--- src/rtl/fetch_stage.sv ---
// Instruction fetch stage: PC register with deferred redirects, IF/ID pipeline register
// with bubble insertion, and a saturating count of stalled fetch cycles.
module fetch_stage #(
    parameter logic [31:0] RESET_PC = 32'h0000_0000
) (
    input  logic        clk,
    input  logic        reset,
    input  logic        StallF,
    input  logic        StallD,
    input  logic        redirect_D,
    input  logic [31:0] redirect_target_D,
    input  logic [31:0] imem_data,
    output logic [31:0] imem_addr,
    output logic [31:0] InstrD,
    output logic [31:0] PCPlus4D,
    output logic        ValidD,
    output logic [15:0] stall_count
);

    logic [31:0] pc_f;
    logic [31:0] pc_plus4_f;
    logic [31:0] pc_next;
    logic [31:0] pending_target;
    logic        pending_valid;
    logic        squash;

    always_comb begin
        pc_plus4_f = pc_f + 32'd4;
        squash     = redirect_D | pending_valid;
        pc_next    = pc_plus4_f;
        if (redirect_D) begin
            pc_next = redirect_target_D;
        end else if (pending_valid) begin
            pc_next = pending_target;
        end
    end

    assign imem_addr = pc_f;

    // A redirect seen while the PC is frozen is parked until the PC may advance again.
    always_ff @(posedge clk) begin
        if (reset) begin
            pc_f           <= RESET_PC;
            pending_valid  <= 1'b0;
            pending_target <= '0;
        end else if (StallF) begin
            pc_f          <= pc_next;
            pending_valid <= 1'b0;
        end else if (redirect_D) begin
            pending_valid  <= 1'b1;
            pending_target <= redirect_target_D;
        end
    end

    always_ff @(posedge clk) begin
        if (reset) begin
            InstrD   <= '0;
            PCPlus4D <= '0;
            ValidD   <= 1'b0;
        end else if (StallD) begin
            if (squash) begin
                InstrD   <= '0;
                PCPlus4D <= '0;
                ValidD   <= 1'b0;
            end else begin
                InstrD   <= imem_data;
                PCPlus4D <= pc_plus4_f;
                ValidD   <= 1'b1;
            end
        end
    end

    always_ff @(posedge clk) begin
        if (reset) begin
            stall_count <= '0;
        end else if (!StallF && (stall_count != '1)) begin
            stall_count <= stall_count + 16'd1;
        end
    end

endmodule

--- config.mk ---
export PLATFORM = sky130hd
export DESIGN_NAME = fetch_stage
export DESIGN_NICKNAME = d
export VERILOG_FILES = /design/src/rtl/fetch_stage.sv
export SDC_FILE = /design/constraint.sdc
export NUM_CORES = 1
export LEC_CHECK = 0
export BUFFER_PORTS_ARGS = -buffer_cell sky130_fd_sc_hd__buf_2
export CAP_MARGIN = 20
export CORE_MARGIN = 1.5
export CORE_UTILIZATION = 53
export DETAILED_ROUTE_END_ITERATION = 8
export GPL_ROUTABILITY_DRIVEN = 0
export PLACE_DENSITY_LB_ADDON = 0.3
export SLEW_MARGIN = 20
export SYNTH_ARGS = -nofsm -noshare
export SYNTH_HDL_FRONTEND = slang
export SYNTH_SLANG_ARGS = --single-unit
--- constraint.sdc ---
create_clock -name clk -period 2.5 [get_ports clk]
set_clock_uncertainty 0.15 [all_clocks]
set_input_delay 0.125 -clock clk [delete_from_list [all_inputs] [get_ports clk]]
set_output_delay 0.125 -clock clk [all_outputs]
set_load 0.05 [all_outputs]
==> key figures, run 1 <==
Yosys
  – List of most frequent post-synthesis cells: dfxtp_1 (146), nand2_1 (111), a21oi_1 (101), nor2_1 (63), nand3_1 (58)
  – Ys flop type: dfxtp_1
  – Synthesized net count: 920
  – Yosys warns: 0
  – Most frequent cell after synthesis: dfxtp_1
  – Share of the synthesized area in the top cell type: 0.4250
  – Sequential area share after synthesis: 0.4250
  – Synthesized area per cell: 8.101 um^2
  – Post-Syn Instances: 849
  – Cell area after synthesis: 6878 um^2
  – Synth top area cells: dfxtp_1 (42%), a21oi_1 (7.3%), nand2_1 (6.1%)
  – Number of enable flip-flop cells after synthesis: 0
  – Post-synth top area cell: dfxtp_1
  – Synth unique cells: 64
  – #FFs+latches synth: 146
  – Synth async-reset ratio: 0

Floorplanning
  – Die Wd: about 120 um
  – Starting Density: 0.5450
  – Row cnt: 41
  – Die area: 13,670 um^2
  – Die extent in y: 116.9 um
  – Number of top-level pins: 182
  – Core box area: 12,620 um^2

Cells and area
  – Nets: 1,150
  – Final core utilization: 0.7376
  – Share of post-route cells with drive strength above 1: 0.2271
  – Area of the multi-input gates: roughly 3600 um^2
  – Layout area overhead: 35.33%
  – Non-Filler Instances: 1,264
  – Sequential cell area: 2923 um^2
  – Final instance area: 9308 um^2
  – Fillers: 975
  – Antenna cell count: 0

Global route
  – Total grt overflow: 0
  – M1 GR Usage: 0.4010
  – Global routing usage on met2: 0.4967
  – Gr usage total: 0.3086
  – Vias in the first global route: 6,487
  – Pin count of the biggest net entering global routing: 88
  – GR peak layer: met2
  – Initial antenna violation count: 0
  – Met3 Resource Use GR: 0.07878
  – First-pass GRT wire length: about 33,000 um

CTS
  – H-tree depth: 4
  – CTS sink count: ~150
  – Maximum root-to-sink buffer count: 2
  – Clk slew on worst S/H paths: 60 ps
  – CTS tree: done
  – CTS Hold Bufs: 79
  – CTS buffer count: 17
  – Postcts setup bufs: 0
  – Skew-Pair Late Insertion Delay: 420 ps
  – CTS resizes: 0
  – Clk root buf: clkbuf_16

STA
  – TNS Setup: 0 ps
  – Fin Hold WS: 43.62 ps
  – Pins over their slew limit: 0
  – RSZ-0062 raised after global routing: no
  – Final Setup Violations: 0
  – Worst slew pin tran: about 930 ps
  – Hold Vio Cnt, Final: 0
  – Final worst setup slack: 274.4 ps
  – Minimum clock period: about 2200 ps
  – Fmax: roughly 450 MHz
  – Period utilisation layout: 0.8902
  – Rel. slew slack: 0.3775

Worst setup path
  – CP startpoint: imem_addr[2]
  – Critical Path AT: ~2400 ps
  – Critical Path Sink Type: register
  – Slowest CP cell: nor4_4
  – Startpoint types: register
  – Worst Path Class, Setup: register to register
  – Critical-path maximum fanout: 7
  – Slowest stage delay, CP: 520 ps
  – Worst path cell trace: ha_1 -> nand2_1 -> nor4_4 -> nand4b_1 -> mux2i_1 -> a21oi_1
  – Reg2reg start: imem_addr[2]
  – CP Data Required Time: 2640 ps

Drt
  – WL per Instance: 16.79 um
  – Final wirelength: 21,220 um
  – Vias post-DR: 7,143
  – DR iter-0 viols: between 600 and 700
  – Final ANT Viol Nets: 0
  – TritonRoute pass-1 iters: 7
  – Drt drc: 0
  – Via/cell ratio: 5.651

Pwr
  – VDD IR max: between 0.0004 and 0.0005 V
  – Leak Pwr: roughly 3.9 nW
  – Pwr Total: 6.064 mW
  – Cell area power density: 651.5 nW/um^2

Worst hold path
  – Hold_sp: redirect_D
  – Worst hold-check path type: input pin to register

Outcome
  – Status: complete, no violations

Placed design
  – PortBufs: 181
  – Placed Instance Area: 7895 um^2
  – Placed cell count: 1,153
  – Hpwl dp: between 10,000 and 15,000 um
  – Pre-CTS setup slack: a little over 300 ps

Job
  – Max_cap viols: 0
-- final timing paths --
| path | end | slack, ps | cells after the start |
|---|---|---|---|
| max | imem_addr[28] | 270 | 6 |
| min reg2reg | PCPlus4D[29] | 290 | 2 |
| max reg2reg | imem_addr[28] | 270 | 6 |
| min | imem_addr[7] | 40 | 3 |
-- per-layer routing --
metal / up-vias / wire length [um]
met3: 37 / 1877
met1: 3345 / 9135
met5: - / 0
met2: 317 / 9818
li1: 3444 / -
met4: 0 / 385
-- power by group --
group / total (mW) / switching, mW / internal [mW]
Clock: 2.68 / 0.963 / 1.72
Combinational: 0.874 / 0.560 / 0.315
Sequential: 2.51 / 0.0911 / 2.42
-- critical path, delay by kind of cell, from the launching register on --
kind / cells / cell delay, ps
and+or+nand+nor: 3 / 910
AOI/OAI and AO/OA: 1 / 80
DFF: 1 / 430
muxes: 1 / 190
adders and majority gates: 1 / 340
-- layout by cell type (no fill, tap or decap), drive strengths merged, types with 23 or more instances in the layout --
master       instances
clkbuf              23
o21ai               45
buf                202
a21oi              101
dlygate4sd3         79
nand2b              44
nand2              111
xnor2               25
nor2                63
dfxtp              146
nand3               59
-- cell type report --
| cell class | instances | area share |
|---|---|---|
| clock buffer | 23 | 0.05028 |
| clock inverter | 9 | 0.01653 |
| inverter | 13 | 0.005243 |
| multi-input combinational | 620 | 0.3873 |
| sequential | 146 | 0.3140 |
| tap | 172 | 0.02312 |
| timing repair buffer | 281 | 0.2035 |
-- registers in the layout, indices dropped and copies added (netlist names) --
| signal | count |
|---|---|
| imem_addr | 32 |
| stall_count | 16 |
| pending_target | 32 |
| InstrD | 32 |
| ValidD | 1 |
| pending_valid | 1 |
| PCPlus4D | 32 |
-- cells by family after synthesis --
logic type	share of synthesized area
mux	0.01455
flops	0.4250
buf+inv	0.05239
fa+ha+maj	0.003638
simple gates	0.2631
compound gates	0.1905
xor+xnor	0.05094
Power figures use the tool's default switching activity.
==> run 2: changes to the inputs <==
--- a/config.mk
+++ b/config.mk
@@ -5,10 +5,11 @@
 export SDC_FILE = /design/constraint.sdc
 export NUM_CORES = 1
 export LEC_CHECK = 0
+export ABC_AREA = 1
 export BUFFER_PORTS_ARGS = -buffer_cell sky130_fd_sc_hd__buf_2
 export CAP_MARGIN = 20
 export CORE_MARGIN = 1.5
-export CORE_UTILIZATION = 53
+export CORE_UTILIZATION = 52
 export DETAILED_ROUTE_END_ITERATION = 8
 export GPL_ROUTABILITY_DRIVEN = 0
 export PLACE_DENSITY_LB_ADDON = 0.3
==> run 2 against run 1 <==
Against the previous run: sequential power about the same; setup slack better by 320 ps; area after synthesis is 4.1% lower; synthesized cell count up 10%; count of clock-buffer cells in the layout grew 2; final cell count rose by 6.0%; global-route usage down 0.71 points; final area shrank 5.7%; sequential share of layout area increased by 1.9 points; maximum frequency is 16% higher; via count down 0.13%; critical endpoint is now stall_count[3].
==> key figures, run 2 <==
Worst setup path
  – Critical-path maximum fanout: 19
  – CP Data Required Time: 2640 ps
  – Startpoint types: register
  – Worst Path Class, Setup: register to register
  – Critical Path AT: approximately 2100 ps
  – Reg2reg path depth: 8
  – Critical Path Sink Type: register

Global route
  – First-pass GRT wire length: 31,420 um
  – Pin count of the biggest net entering global routing: 65
  – Initial antenna violation count: 0
  – Vias in the first global route: around 6,600
  – Total grt overflow: 0
  – Gr usage total: 0.3015

Yosys
  – Synth unique cells: 33
  – Post-synth top area cell: dfxtp_1
  – Synthesized net count: 1,008
  – Synth async-reset ratio: 0
  – List of most frequent post-synthesis cells: nand2_1 (354), dfxtp_1 (146), a21oi_1 (144), inv_1 (44), nor2_1 (43)
  – Number of enable flip-flop cells after synthesis: 0
  – Synthesized area per cell: 7.043 um^2
  – #FFs+latches synth: 146
  – Most frequent cell after synthesis: nand2_1
  – Cell area after synthesis: 6599 um^2
  – Synth top area cells: dfxtp_1 (44%), nand2_1 (20%), a21oi_1 (11%)
  – Sequential area share after synthesis: 0.4429
  – Share of the synthesized area in the top cell type: 0.4429
  – Ys flop type: dfxtp_1
  – Yosys warns: 0
  – Post-Syn Instances: 937

Drt
  – Drt drc: 0
  – Via/cell ratio: 5.324
  – Vias post-DR: around 7,100
  – Final wirelength: 20,220 um
  – WL per Instance: 15.09 um
  – TritonRoute pass-1 iters: 5
  – Final ANT Viol Nets: 0
  – DR iter-0 viols: around 560

STA
  – Final Setup Violations: 0
  – Final worst setup slack: roughly 590 ps
  – Rel. slew slack: 0.2982
  – Period utilisation layout: 0.7642
  – Pins over their slew limit: 0
  – Fmax: 523.4 MHz
  – Hold Vio Cnt, Final: 0
  – Worst slew pin tran: around 1100 ps
  – RSZ-0062 raised after global routing: no
  – TNS Setup: 0 ps
  – Minimum clock period: 1910 ps

Cells and area
  – Share of post-route cells with drive strength above 1: 0.2090
  – Nets: 1,231
  – Commonest non-fill, non-tap cell in the layout: nand2_1
  – Final core utilization: 0.7184
  – Layout area overhead: 32.95%
  – Most frequent cells in the layout: nand2_1 (354), buf_2 (180), dfxtp_1 (146)
  – Antenna cell count: 0

Floorplanning
  – Core box area: 12,210 um^2
  – Number of top-level pins: 182
  – Starting Density: 0.5404
  – Die Wd: 115.7 um
  – Row cnt: 40
  – Die extent in y: 115.7 um
  – Die area: around 13,000 um^2

Job
  – Max_cap viols: 0

CTS
  – Clk root buf: clkbuf_16
  – Maximum root-to-sink buffer count: 2
  – Postcts setup bufs: 0
  – Skew-Pair Late Insertion Delay: ~430 ps
  – Clk slew on worst S/H paths: 60 ps
  – CTS resizes: 0
  – CTS tree: done
  – CTS sink count: 146
  – CTS buffer count: 17
  – H-tree depth: 4
  – CTS Hold Bufs: 65

Placed design
  – PortBufs: ~180
  – Pre-CTS setup slack: between 600 and 700 ps
  – Hpwl dp: 12,790 um

Pwr
  – Pwr Total: 5.729 mW
  – Leak Pwr: 3.695 nW
  – Sw Ratio: 0.2799
  – Switching power of the nets: 1.604 mW
  – Logic pwr share: 0.150
  – Cell area power density: 653.0 nW/um^2
  – Internal: 4.125 mW
  – Share of total power in sequential cells: 0.439
  – VDD IR max: 0.0004796 V
  – Clock Power Share: 0.411

Worst hold path
  – Hold path depth: 3
  – Worst hold-check path type: input pin to register

Outcome
  – Status: complete, no violations
==> run 2: changes by cell type after synthesis, moves of 12 or more <==
| cell | previous run | this run |
|---|---|---|
| nand2_1 | 111 | 354 |
| a22oi_1 | 12 | 0 |
| inv_1 | 11 | 44 |
| a21oi_1 | 101 | 144 |
| nor2_1 | 63 | 43 |
| xnor2_1 | 25 | 5 |
| nand2b_1 | 43 | 0 |
| buf_1 | 13 | 1 |
| a221oi_1 | 1 | 26 |
| nand3_1 | 58 | 19 |
==> run 2: cells by family (layout without fill, tap and decap cells) <==
kind of cell	after synthesis	after routing	synth area share
buffers and inverters	99	334	0.06257
AOI/OAI and AO/OA	212	212	0.1784
xor gates and xnor gates	19	19	0.02522
DFF	146	146	0.4429
and+or+nand+nor	459	459	0.2871
adders and majority gates	2	2	0.003792
==> run 2: per-stage QoR <==
step | area (um^2) | hold slack, ps | instances
after CTS | 8773 | 29.40 | 1340
final | 8773 | 41.48 | 1340
after global placement | 7582 | 219.9 | 1244
after global routing | 8773 | 77.28 | 1340
after detailed placement | 7582 | 230.3 | 1244
after floorplan | 6599 | 68.66 | 937
==> run 2: layout make-up <==
type / count / area (um^2)
clock buffers: 25 / 485.5
inverters: 46 / 172.7
clock inverters: 6 / 55.05
flip-flops and latches: 146 / 2923
fillers: 1001 / 3438
well taps: 168 / 210.2
multi-input cells: 692 / 3273
repair buffers: 257 / 1654
==> run 2: worst paths after layout <==
check	slack, ps	endpoint	start
min reg2reg	310	PCPlus4D[19]	PCPlus4D[19]
min	40	imem_addr[27]	redirect_D
max	590	stall_count[3]	stall_count[1]
max reg2reg	590	stall_count[3]	stall_count[1]
==> run 2: routing by layer <==
layer,vias to the layer above,track usage,share of wire
met5,-,0,0
met4,0,0.1512,0.035
met3,59,0.08421,0.072
met2,278,0.5081,0.48
met1,3271,0.3535,0.41
li1,3526,-,-
==> run 2: power by group through the flow <==
stage	sequential [mW]	combinational (mW)	clock, mW
finish	2.51	0.862	2.35
global route	2.52	0.923	2.47
CTS	2.51	0.849	2.38
detailed placement	2.56	0.767	0
global placement	2.56	0.760	0
floorplan	2.79	0.296	0
==> run 2: critical path, stage by stage, from the launching register on <==
cell and delay (ps):
dfxtp_1 400, ha_1 270, nand3_2 150, nor2_2 190, nand3_2 100, nand2_4 190
inv_2 160, nand2_1 100, a21oi_1 60
==> run 3: changes to the inputs <==
--- a/config.mk
+++ b/config.mk
@@ -5,11 +5,11 @@
 export SDC_FILE = /design/constraint.sdc
 export NUM_CORES = 1
 export LEC_CHECK = 0
-export ABC_AREA = 1
+export ABC_AREA = 0
 export BUFFER_PORTS_ARGS = -buffer_cell sky130_fd_sc_hd__buf_2
 export CAP_MARGIN = 20
 export CORE_MARGIN = 1.5
-export CORE_UTILIZATION = 52
+export CORE_UTILIZATION = 53
 export DETAILED_ROUTE_END_ITERATION = 8
 export GPL_ROUTABILITY_DRIVEN = 0
 export PLACE_DENSITY_LB_ADDON = 0.3
==> constraint.sdc (replaced) <==
create_clock -name clk -period 1.9 [get_ports clk]
set_clock_uncertainty 0.15 [all_clocks]
set_input_delay 0.095 -clock clk [delete_from_list [all_inputs] [get_ports clk]]
set_output_delay 0.095 -clock clk [all_outputs]
set_load 0.05 [all_outputs]
==> run 3 against run 2 <==
Against the previous run: count of clock-buffer cells in the layout rose by 1; global-route usage is 0.94 points higher; wire length rose by 7.6%; highest routed layer unchanged; die area is 2.2% higher; clock power increased by 50%; largest cell class unchanged; setup slack lost 560 ps; final area rose by 10%; register-to-register slack got worse by 550 ps.
==> key figures, run 3 (synthesized netlist as in run 1, its figures left out) <==
Cells and area
  – Commonest non-fill, non-tap cell in the layout: buf_2
  – Most frequent cells in the layout: buf_2 (180), nand2_1 (111), dfxtp_1 (108)
  – Fillers: 922
  – Non-Filler Instances: 1,287
  – Final instance area: 9678 um^2
  – Final core utilization: 0.7669
  – Share of post-route cells with drive strength above 1: 0.2960
  – Layout area overhead: 40.71%
  – Nets: between 1,000 and 1,500
  – Antenna cell count: 0

STA
  – Rel. slew slack: 0.7102
  – Minimum clock period: 1867 ps
  – Fin Hold WS: 298.1 ps
  – Hold Vio Cnt, Final: 0
  – Pins over their slew limit: 0
  – Worst slew pin tran: 434.7 ps
  – TNS Setup: 0 ps
  – Period utilisation layout: 0.9828
  – Final worst setup slack: 32.71 ps
  – Fmax: 535.5 MHz
  – Final Setup Violations: 0
  – RSZ-0062 raised after global routing: yes

Global route
  – Gr usage total: 0.3109
  – Pin count of the biggest net entering global routing: 58
  – Initial antenna violation count: 0
  – Vias in the first global route: 6,769
  – Total grt overflow: 0
  – First-pass GRT wire length: 33,010 um

Placed design
  – Placed cell count: 1,178
  – PortBufs: 181
  – Placed Instance Area: 8235 um^2
  – Pre-CTS setup slack: 26.42 ps
  – Hpwl dp: about 14,000 um

Worst setup path
  – CP Data Required Time: about 2100 ps
  – Critical Path Sink Type: register
  – Reg2reg start: imem_addr[2]
  – Reg2reg path depth: 6
  – Critical Path AT: roughly 2000 ps
  – Worst Path Class, Setup: input pin to register
  – Critical-path maximum fanout: 39
  – Startpoint types: input pin
  – FF-to-FF setup slack: 40 ps
  – FF-to-FF End: imem_addr[28]

Floorplanning
  – Die area: 13,670 um^2
  – Die Wd: 116.9 um
  – Die extent in y: 116.9 um
  – Row cnt: 41
  – Number of top-level pins: 182
  – Core box area: 12,620 um^2
  – Starting Density: 0.5450

Drt
  – Drt drc: 0
  – TritonRoute pass-1 iters: 6
  – Vias post-DR: 7,407
  – DR iter-0 viols: ~850
  – WL per Instance: approximately 17 um
  – Via/cell ratio: around 5.8
  – Final ANT Viol Nets: 0
  – Final wirelength: 21,750 um

CTS
  – H-tree depth: 4
  – Maximum root-to-sink buffer count: 2
  – CTS buffer count: 17
  – Clk root buf: clkbuf_16
  – CTS tree: done
  – Skew-Pair Late Insertion Delay: 420 ps
  – Clk slew on worst S/H paths: approximately 60 ps
  – CTS sink count: 146

Pwr
  – Internal: 5.860 mW
  – Share of total power in sequential cells: 0.411
  – Cell area power density: 828.2 nW/um^2
  – Leak Pwr: about 4.1 nW
  – Switching power of the nets: roughly 2.2 mW
  – Pwr Total: 8.015 mW
  – Clock Power Share: 0.441
  – VDD IR max: ~0.00058 V
  – Logic pwr share: 0.148
  – Sw Ratio: 0.2689

Job
  – Max_cap viols: 0

Worst hold path
  – Hold path depth: 2
  – Worst min-delay path endpoint: PCPlus4D[20]
  – Hold_sp: PCPlus4D[20]
  – Worst hold-check path type: register to register

Outcome
  – Status: complete, no violations
==> run 3: timing repair <==
item / CTS / global route
setup endpoints to repair: 0 / 39
resized for setup: 0 / 11
hold buffers: 68 / 0
hold endpoints to repair: 95 / 0
buffers inserted: 0 / 8
==> run 3: how the worst max path moves through the flow <==
stage / end / start
2_1_floorplan: imem_addr[27] / imem_addr[10]
3_3_place_gp: imem_addr[24] / imem_addr[2]
3_5_place_dp: imem_addr[27] / imem_addr[14]
4_1_cts: imem_addr[27] / imem_addr[15]
5_1_grt: imem_addr[10] / redirect_D
6_report: PCPlus4D[17] / redirect_D
==> run 3: layer usage <==
metal | GRT usage | part of all wire
met2 | 0.5294 | 0.48
met1 | 0.3834 | 0.41
met5 | 0 | 0
met3 | 0.06179 | 0.086
met4 | 0.1357 | 0.022
==> run 3: critical path, cell delays in order <==
cell	delay, ps
dlygate4sd3_1	560
buf_2	160
or2_1	240
buf_12	180
nor2_1	200
nand2_1	100
buf_4	230
o21ai_0	250
==> run 3: layout make-up <==
| type | instances | area (um^2) | share of cell area |
|---|---|---|---|
| multi-input cells | 621 | 3686 | 0.3809 |
| repair buffers | 303 | 2073 | 0.2142 |
| well taps | 172 | 215.2 | 0.02224 |
| flip-flops and latches | 146 | 3010 | 0.3111 |
| inverters | 13 | 52.55 | 0.005430 |
| clock buffers | 26 | 584.3 | 0.06037 |
| clock inverters | 6 | 56.30 | 0.005818 |
==> run 3: power groups by stage <==
stage               Sequential [mW]  Combinational (mW)  Clock [mW]
global placement               3.35                1.03           0
detailed placement             3.35                1.04           0
global route                   3.31                1.27        3.72
CTS                            3.29                1.15        3.57
floorplan                      3.61               0.442           0
finish                         3.29                1.19        3.53
